[src/rtl/pic_pkg.sv]
// Shared types and helpers for the 8259-style interrupt acknowledge sequencer.
package pic_pkg;

    localparam int NUM_IR = 8;

    typedef enum logic [1:0] {
        IDLE,
        ACK1,
        WAIT2,
        ACK2
    } state_e;

    typedef struct packed {
        logic       found;
        logic [2:0] level;
    } hit_t;

    function automatic logic [2:0] onehot_to_level(input logic [NUM_IR-1:0] v);
        logic [2:0] lvl;
        lvl = '0;
        for (int i = 0; i < NUM_IR; i++) begin
            if (v[i]) lvl = 3'(i);
        end
        return lvl;
    endfunction

    // First set bit encountered when walking upward from rot, wrapping 7 -> 0.
    function automatic hit_t rotated_highest(input logic [NUM_IR-1:0] isr,
                                             input logic [2:0]        rot);
        hit_t       h;
        logic [2:0] idx;
        h = '0;
        for (int k = 0; k < NUM_IR; k++) begin
            idx = rot + 3'(k);
            if (!h.found && isr[idx]) begin
                h.found = 1'b1;
                h.level = idx;
            end
        end
        return h;
    endfunction

endpackage

[src/rtl/pic_interrupt_sequencer_eoi_unit.sv]
// Combinational EOI decode: ISR clear mask and next priority rotation.
module pic_eoi_unit
    import pic_pkg::*;
(
    input  logic [NUM_IR-1:0] isr,
    input  logic [2:0]        priority_rotate,
    input  logic              eoi_valid,
    input  logic              eoi_specific,
    input  logic              eoi_rotate,
    input  logic              set_priority,
    input  logic [2:0]        eoi_level,
    output logic [NUM_IR-1:0] isr_clear,
    output logic [2:0]        rotate_next
);

    hit_t       hit;
    logic [2:0] clear_level;
    logic       cleared;

    always_comb begin
        hit         = rotated_highest(isr, priority_rotate);
        clear_level = eoi_specific ? eoi_level : hit.level;
        // A non-specific EOI with an empty ISR clears nothing and must not rotate.
        cleared     = eoi_valid && (eoi_specific || hit.found);
        isr_clear   = '0;
        rotate_next = priority_rotate;
        if (cleared) isr_clear[clear_level] = 1'b1;
        if (set_priority) rotate_next = eoi_level + 3'd1;
        if (cleared && eoi_rotate) rotate_next = clear_level + 3'd1;
    end

endmodule

[src/rtl/pic_interrupt_sequencer.sv]
// 8259 interrupt acknowledge sequencer: INT/INTA handshake, ISR bookkeeping,
// vector drive, and EOI / rotation processing around the external resolver.
module pic_interrupt_sequencer
    import pic_pkg::*;
#(
    parameter logic [2:0] SPURIOUS_LEVEL = 3'd7,
    parameter logic [2:0] ROTATE_RESET   = 3'd0
) (
    input  logic              clk,
    input  logic              reset,
    input  logic [NUM_IR-1:0] interrupt_vector,
    input  logic              inta_n,
    input  logic [4:0]        icw2_base,
    input  logic              aeoi,
    input  logic              eoi_valid,
    input  logic              eoi_specific,
    input  logic              eoi_rotate,
    input  logic              set_priority,
    input  logic [2:0]        eoi_level,
    output logic [NUM_IR-1:0] isr,
    output logic [2:0]        priority_rotate,
    output logic              int_out,
    output logic [NUM_IR-1:0] clear_irr,
    output logic [7:0]        data_out,
    output logic              data_out_en
);

    state_e            state_q, state_d;
    logic              inta_q;
    logic [2:0]        level_q, level_d;
    logic              spurious_q, spurious_d;
    logic [NUM_IR-1:0] isr_q, isr_d;
    logic [2:0]        rot_q, rot_d;
    logic              int_q, int_d;
    logic [NUM_IR-1:0] clear_irr_q, clear_irr_d;
    logic [7:0]        data_q, data_d;
    logic              data_en_q, data_en_d;

    logic              inta_fall, inta_rise;
    logic [2:0]        req_level;
    logic [NUM_IR-1:0] eoi_clear;
    logic [2:0]        eoi_rot_next;

    assign inta_fall = inta_q & ~inta_n;
    assign inta_rise = ~inta_q & inta_n;
    assign req_level = onehot_to_level(interrupt_vector);

    pic_eoi_unit u_eoi (
        .isr             (isr_q),
        .priority_rotate (rot_q),
        .eoi_valid       (eoi_valid),
        .eoi_specific    (eoi_specific),
        .eoi_rotate      (eoi_rotate),
        .set_priority    (set_priority),
        .eoi_level       (eoi_level),
        .isr_clear       (eoi_clear),
        .rotate_next     (eoi_rot_next)
    );

    always_comb begin
        // NOTE: every _d gets a default before the case so no path infers a latch.
        state_d     = state_q;
        level_d     = level_q;
        spurious_d  = spurious_q;
        isr_d       = isr_q & ~eoi_clear;
        rot_d       = eoi_rot_next;
        int_d       = 1'b0;
        clear_irr_d = '0;
        data_d      = data_q;
        data_en_d   = data_en_q;

        unique case (state_q)
            IDLE: begin
                int_d = |interrupt_vector;
                if (inta_fall) begin
                    state_d = ACK1;
                    int_d   = 1'b0;
                    if (|interrupt_vector) begin
                        level_d                = req_level;
                        spurious_d             = 1'b0;
                        isr_d[req_level]       = 1'b1;
                        clear_irr_d[req_level] = 1'b1;
                    end else begin
                        level_d    = SPURIOUS_LEVEL;
                        spurious_d = 1'b1;
                    end
                end
            end
            ACK1: begin
                if (inta_rise) state_d = WAIT2;
            end
            WAIT2: begin
                if (inta_fall) begin
                    state_d   = ACK2;
                    data_d    = {icw2_base, level_q};
                    data_en_d = 1'b1;
                end
            end
            ACK2: begin
                if (inta_rise) begin
                    state_d   = IDLE;
                    data_en_d = 1'b0;
                    if (aeoi && !spurious_q) isr_d[level_q] = 1'b0;
                end
            end
            default: state_d = IDLE;
        endcase
    end

    always_ff @(posedge clk) begin
        if (reset) begin
            state_q     <= IDLE;
            inta_q      <= 1'b1;
            level_q     <= '0;
            spurious_q  <= 1'b0;
            isr_q       <= '0;
            rot_q       <= ROTATE_RESET;
            int_q       <= 1'b0;
            clear_irr_q <= '0;
            data_q      <= '0;
            data_en_q   <= 1'b0;
        end else begin
            // NOTE: non-blocking so every flop samples pre-edge values of the others.
            state_q     <= state_d;
            inta_q      <= inta_n;
            level_q     <= level_d;
            spurious_q  <= spurious_d;
            isr_q       <= isr_d;
            rot_q       <= rot_d;
            int_q       <= int_d;
            clear_irr_q <= clear_irr_d;
            data_q      <= data_d;
            data_en_q   <= data_en_d;
        end
    end

    assign isr             = isr_q;
    assign priority_rotate = rot_q;
    assign int_out         = int_q;
    assign clear_irr       = clear_irr_q;
    assign data_out        = data_q;
    assign data_out_en     = data_en_q;

endmodule

[config.mk]
export PLATFORM = sky130hd
export DESIGN_NAME = pic_interrupt_sequencer
export DESIGN_NICKNAME = d
export VERILOG_FILES = /design/src/rtl/pic_pkg.sv /design/src/rtl/pic_interrupt_sequencer_eoi_unit.sv /design/src/rtl/pic_interrupt_sequencer.sv
export SDC_FILE = /design/constraint.sdc
export NUM_CORES = 1
export LEC_CHECK = 0
export ABC_AREA = 1
export BUFFER_PORTS_ARGS = -buffer_cell sky130_fd_sc_hd__buf_2
export CAP_MARGIN = 20
export CORE_UTILIZATION = 59
export CTS_CLUSTER_DIAMETER = 30
export CTS_CLUSTER_SIZE = 16
export DETAILED_ROUTE_END_ITERATION = 10
export PLACE_DENSITY = 0.85
export SLEW_MARGIN = 5
export SYNTH_ARGS = -nofsm -noshare
export SYNTH_HDL_FRONTEND = slang
export SYNTH_SLANG_ARGS = --single-unit
[constraint.sdc]
create_clock -name clk -period 6.4 [get_ports clk]
set_input_delay 0.64 -clock clk [delete_from_list [all_inputs] [get_ports clk]]
set_output_delay 0.64 -clock clk [all_outputs]
set_load 0.1 [all_outputs]
Yosys cells after proc, flatten, opt, wreduce, memory -nomap -nowiden
Index checks and enable logic that the tools add are counted.
- bits of input ports: 24
- logic and storage cells: 140
- register bits: 36
- $add $sub $neg: 9
- equality and inequality tests: 7
- reductions and logical operators: 32
- magnitude comparators: 14
- bitwise operators: 12
- multiplexer cells: 56
- operators with widths (operator ; count):
    3-bit by 4-bit less-than comparator with 1-bit output, second input constant ; 11
    8-bit 2-to-1 mux ; 5
    4-bit 2-to-1 mux ; 8
    3-bit 2-to-1 mux ; 10
    1-bit binary-select mux with 3-bit select ; 8
    8-bit AND ; 2
    8-bit NOT ; 2
    8-bit case mux with 2 select lines ; 1
    1-bit 2-to-1 mux ; 15
    1-bit logical AND ; 13
    3-bit adder, second input constant ; 4
    3-bit by 1-bit adder with 3-bit output, second input constant ; 3
    1-bit demux with 3-bit select ; 3
    3-bit by 1-bit >= comparator with 1-bit output, second input constant ; 3
    1-bit zero test ; 8
    2-bit 2-to-1 mux ; 4
    2-bit != test, second input constant ; 4
    8-bit bitwise OR ; 1
    2-bit case mux with 4 select lines ; 1
    8-bit OR reduction ; 1
    3-bit by 2-bit adder with 3-bit output, second input constant ; 2
    1-bit NOT ; 5
    2-bit == test, second input constant ; 2
    2-bit AND reduction ; 2
    other kinds (10) ; 12

Logic depth before layout (Yosys ltp)
- word-level depth: 36
- mapped depth: 24

Hierarchy
From an unflattened synthesis, not the netlist that was laid out.
- cell total of the unflattened synthesis: 408
- area, all modules: 2660.1 um2
- modules (own cells, without submodules) (module ; cells each ; sequential area each (um2) ; area each (um2) ; times used):
    pic_interrupt_sequencer ; 231 ; 720.7 ; 1661.6 ; 1
    pic_eoi_unit ; 177 ; 0.0 ; 998.5 ; 1

Worst setup path after synthesis
OpenSTA, ideal clock, no wires.
- path kind: register to register
- start point: register rot_q[1], in the netlist priority_rotate[1]
- end point: register rot_q[1], in the netlist priority_rotate[1]
- buffers on the path: 1
- setup slack: 2.790 ns
- required time: 6.281 ns
- library setup time: 0.119 ns
- arrival: 3.491 ns
- stages on the path, launching flop included: 20
- cells stage by stage: dfxtp_1 buf_6 clkinv_2 ha_1 inv_2 nand3_2 nand3_2 nand2_4 nor2_8 nand4_4 nor2_8 nand4_2 nand3_2 inv_2 or2_0 o21ai_1 inv_1 ha_1 o21ai_0 a21oi_1
- cells in the longest elaborated chain, start to end: 28
- elaborated cells between the ends (all ways): 52
- those cells by class: add/sub (8); mux (26); reduce/logical (18)
- RTL lines (element ; RTL line ; RTL):
    start, declared ; pic_interrupt_sequencer.sv:33 ; logic [2:0] rot_q, rot_d;
    start signal, assigned ; pic_interrupt_sequencer.sv:129 ; rot_q <= rot_d;
    parallel branches: the longest is 23 deep, another holds 3-bit by 1-bit adder with 3-bit output ; - ;
    4-bit 2-to-1 mux * ; pic_pkg.sv:35 ; if (!h.found && isr[idx]) begin
    parallel branches: the longest is 3 deep, another holds 3-bit by 1-bit adder with 3-bit output ; - ;
    3-bit 2-to-1 mux * ; pic_interrupt_sequencer_eoi_unit.sv:29 ; if (cleared && eoi_rotate) rotate_next = clear_level + 3'd1;
    via eoi_rot_next[1] ; pic_interrupt_sequencer.sv:42 ; logic [2:0] eoi_rot_next;
Mark *: on every way through the listed nets, which the timed path passes. The select of a mux whose other input is x is not followed.
A chain may end at the register's enable or synchronous reset.

Worst setup path after layout
Same ends and word-level chain as after synthesis.

==> results by group <==
Synthesis
  • Yosys warning count: 0
  • Top cells by area, synth: dfxtp_1 28%, nand2_1 15%, nand3_1 7.2%
  • Number of enable flip-flop cells after synthesis: 0
  • Cell taking the most area after synthesis: dfxtp_1
  • Post-synthesis sequential area ratio: 28.2%
  • Total of flip-flops plus latches after synthesis: 36
  • Number of cells produced by synthesis: 389
  • Post-Synthesis Net Count: 420
  • Async set or reset register ratio after synthesis: 0%
  • Flip-flop cell with the highest count after synthesis: dfxtp_1
  • Fraction of post-synthesis cell area in the top cell type by area: 28.2%
  • Post-synth design cell area: 0.00255 mm2
  • Number of distinct library cells after synthesis: 40
  • Syn Area/Cell: 6.57 um2

Floorplanning
  • Core ar.: 0.00409 mm2
  • Effective utilization at floorplan: 62.5%
  • Height of the die: 67.8 um
  • I/O pin count: 53
  • Die outline width: 67.8 um
  • Area of the die: 0.00460 mm2
  • Number of cell rows: 23

Global routing
  • Vias in the first global route: 2,250
  • Antenna violations before repair: 0
  • Tot GR Track Use: 27.6%
  • Residual overflow from global routing: 0
  • Global-route wire length before repair: 9.56 mm
  • Largest net degree at the start of global routing: 20

Route
  • Via count: 2,695
  • DRC violation count after routing: 0
  • First DRT Iteration DRCs: 163
  • Post-detailed-routing wire length: 6.41 mm
  • Post-detailed-route wirelength per cell: 13.0 um
  • Router iterations before antenna repair: 5
  • Vias per std cell: 5.48
  • Post-DRT Antenna Nets: 0

Critical path
  • Register-to-register path setup slack: 2.92 ns
  • Logic depth of the worst path, buffers included: 17
  • Slowest cell on crit path: dfxtp_1
  • Crit path buffers/inverters: 3
  • Critical Path, Cell by Cell: clkinv_2 -> ha_1 -> inv_2 -> nand3_2 -> nand2_1 -> nand2_1 -> nand2_1 -> a21oi_1 -> o21ai_0 -> nand3b_1 -> nand3_1 -> nand2_1 -> o21ai_1 -> inv_1 -> ha_1 -> o21ai_0 -> a21oi_1
  • Startpoint of the worst register-to-register path: priority_rotate[1]
  • Worst setup path startpoint: priority_rotate[1]
  • Startpoint Class: register
  • Critical path's top delay family: adder cells
  • Reg2reg end: priority_rotate[1]
  • Crit path to: priority_rotate[1]
  • Arrival time at the worst endpoint: 3.66 ns
  • Worst EP required: 6.58 ns
  • Kind of capture point of the worst setup path: register
  • Maximum fanout along the worst path: 11
  • CP Class: reg -> reg
  • R2r worst-path depth: 17
  • Cell repeated most along the worst path: nand2_1
  • Slowest cell delay on critical path: 0.65 ns

CTS
  • Setup bufs post-CTS: 0
  • Num Clock Sinks: 36
  • Number of buffers created by CTS: 5
  • Number of buffers on the longest clock path: 2
  • Clock tree from TritonCTS: built
  • Register clock-pin slew on the reported worst setup and hold paths: 0.07 ns
  • Level count of the clock H-tree: 2
  • Number of hold buffers added after CTS: 0
  • Clock Latency Late Sink: 0.29 ns
  • Number of gates resized after CTS: 0
  • Cell chosen for the clock root: clkbuf_8

Layout
  • Multi-input logic area: 0.00159 mm2
  • Final standard cell count with taps included and fillers excluded: 492
  • Net count reported at finish: 472
  • Area occupied by registers: 721 um2
  • Area growth syn-to-layout: 14.5%
  • Fill count: 347
  • Antenna cells: 0
  • Proportion of layout cells with a drive suffix above 1: 21.5%

Pwr
  • Power Dens Cells: 323 mW/mm2
  • Static Leak: 1.45 nW
  • Final total power: 0.944 mW
  • Worst IR Drop VDD: 278 uV

STA
  • Rel. slew slack: 53.6%
  • Largest clock skew in the final design: 0.00750 ns
  • Pins over their slew limit: 0
  • Setup tns final: 0 ns
  • Tcrit/Tclk final: 54.4%
  • Slew @ Worst Pin: 0.690 ns
  • RSZ-0062 raised after global routing: false
  • Minimum period implied by the final worst setup slack: 3.48 ns
  • Final setup violation count: 0
  • Highest achievable clock rate: 287 MHz
  • Final hold viol count: 0

Placed design
  • Final weighted congestion in routability-driven placement: 0.931
  • Total of buffers placed on input and output ports: 52
  • Detailed placer's ending HPWL: 5.06 mm
  • Placed Instances: 484

Min path
  • Worst hold-check path type: reg -> reg

Job
  • Max-cap check violation count: 0

Outcome
  • Status: finished, final reports clean
kinds of logic (layout without fill, tap and decap cells):
family	Yosys count	count (layout)	share of synthesized area, %
and+or+nand+nor	219	219	42.7
AOI/OAI and AO/OA	62	62	14.0
buffers and inverters	61	114	9.75
adders and majority gates	7	7	3.43
DFF	36	36	28.2
xor gates and xnor gates	4	4	1.96
layout by cell type (no fill, tap or decap), types with 2 or more instances in the layout:
cell type,count
buf_2,52
inv_2,7
nand2_4,2
inv_1,46
nand3_1,37
nor3_1,11
nand2_1,102
nor2_1,30
nor4_1,5
nor2_2,2
clkbuf_8,6
o21ai_0,15
o21a_1,4
ha_1,7
a21oi_1,29
dfxtp_1,36
o21bai_1,3
nand3_2,13
nor2_8,2
nand2_2,2
nand3b_1,2
nand4_1,7
a21boi_0,4
layout make-up:
type,instances,area share (%)
Multi-Input combinational cell,292,54.2
Sequential cell,36,24.6
Timing Repair Buffer,52,8.89
Inverter,54,6.97
Clock buffer,7,2.95
Tap cell,50,2.14
Clock inverter,1,0.257
routing by layer:
metal / part of all wire, % / wire (um) / GRT usage [%] / up-vias
met3: 5.1 / 330 / 4.73 / 11
met5: 0 / 0 / 0 / -
met2: 50 / 3200 / 50.2 / 84
li1: - / - / - / 1390
met4: 1.2 / 74 / 7.81 / 0
met1: 44 / 2810 / 32.8 / 1210
worst min-delay path: cells and delay by family (launching register included):
kind,cells,cell delay (ns)
DFF,1,0.31
and+or+nand+nor,1,0.06
AOI/OAI and AO/OA,1,0.06
per-stage QoR:
stage                     setup WS, ns  util (%)  hold WS [ns]  instance area [um2]
final                             2.92      71.6         0.464                 2930
after global routing              2.66      71.6         0.493                 2930
after CTS                         2.93      71.6         0.464                 2930
after detailed placement          2.94      69.3         0.453                 2830
after global placement            3.04      69.3         0.450                 2830
after floorplan                   2.79         -         0.440                 2550
sequential cells by signal, summed over array words and instances, names as in the netlist:
register and count:
clear_irr 8, data_out 8, data_out_en 1, int_out 1, inta_q 1, isr 8
level_q 3, priority_rotate 3, spurious_q 1, state_q 2
synth_stat cells, types with 2 or more instances:
cell type    n
inv_1       46
nor3_1      11
nand3_2     13
nand2_4      2
buf_6        2
o21bai_1     3
dfxtp_1     36
clkbuf_1     4
a21oi_1     29
ha_1         7
nor4_1       5
inv_2        7
nor2_2       2
a21boi_0     4
nand2_2      2
nand3_1     37
nor2_1      30
nor2_8       2
o21ai_0     15
nand3b_1     2
nand2_1    102
o21a_1       4
nand4_1      7
report_power, final:
group | leakage [nW] | internal [mW] | switching (mW)
logic | 1.11 | 0.135 | 0.364
clock network | 0.0445 | 0.0875 | 0.0821
registers | 0.293 | 0.249 | 0.0277
total | 1.45 | 0.471 | 0.473
worst min path at each step:
stage                      from           to  slack, ns  cells after the start
global route        data_out[4]  data_out[4]       0.49                      2
floorplan            spurious_q   spurious_q       0.44                      2
CTS                 data_out[3]  data_out[3]       0.46                      2
finish              data_out[3]  data_out[3]       0.46                      2
global placement    data_out[3]  data_out[3]       0.45                      2
detailed placement  data_out[3]  data_out[3]       0.45                      2
Note: power is estimated with default switching activity, not from simulation.
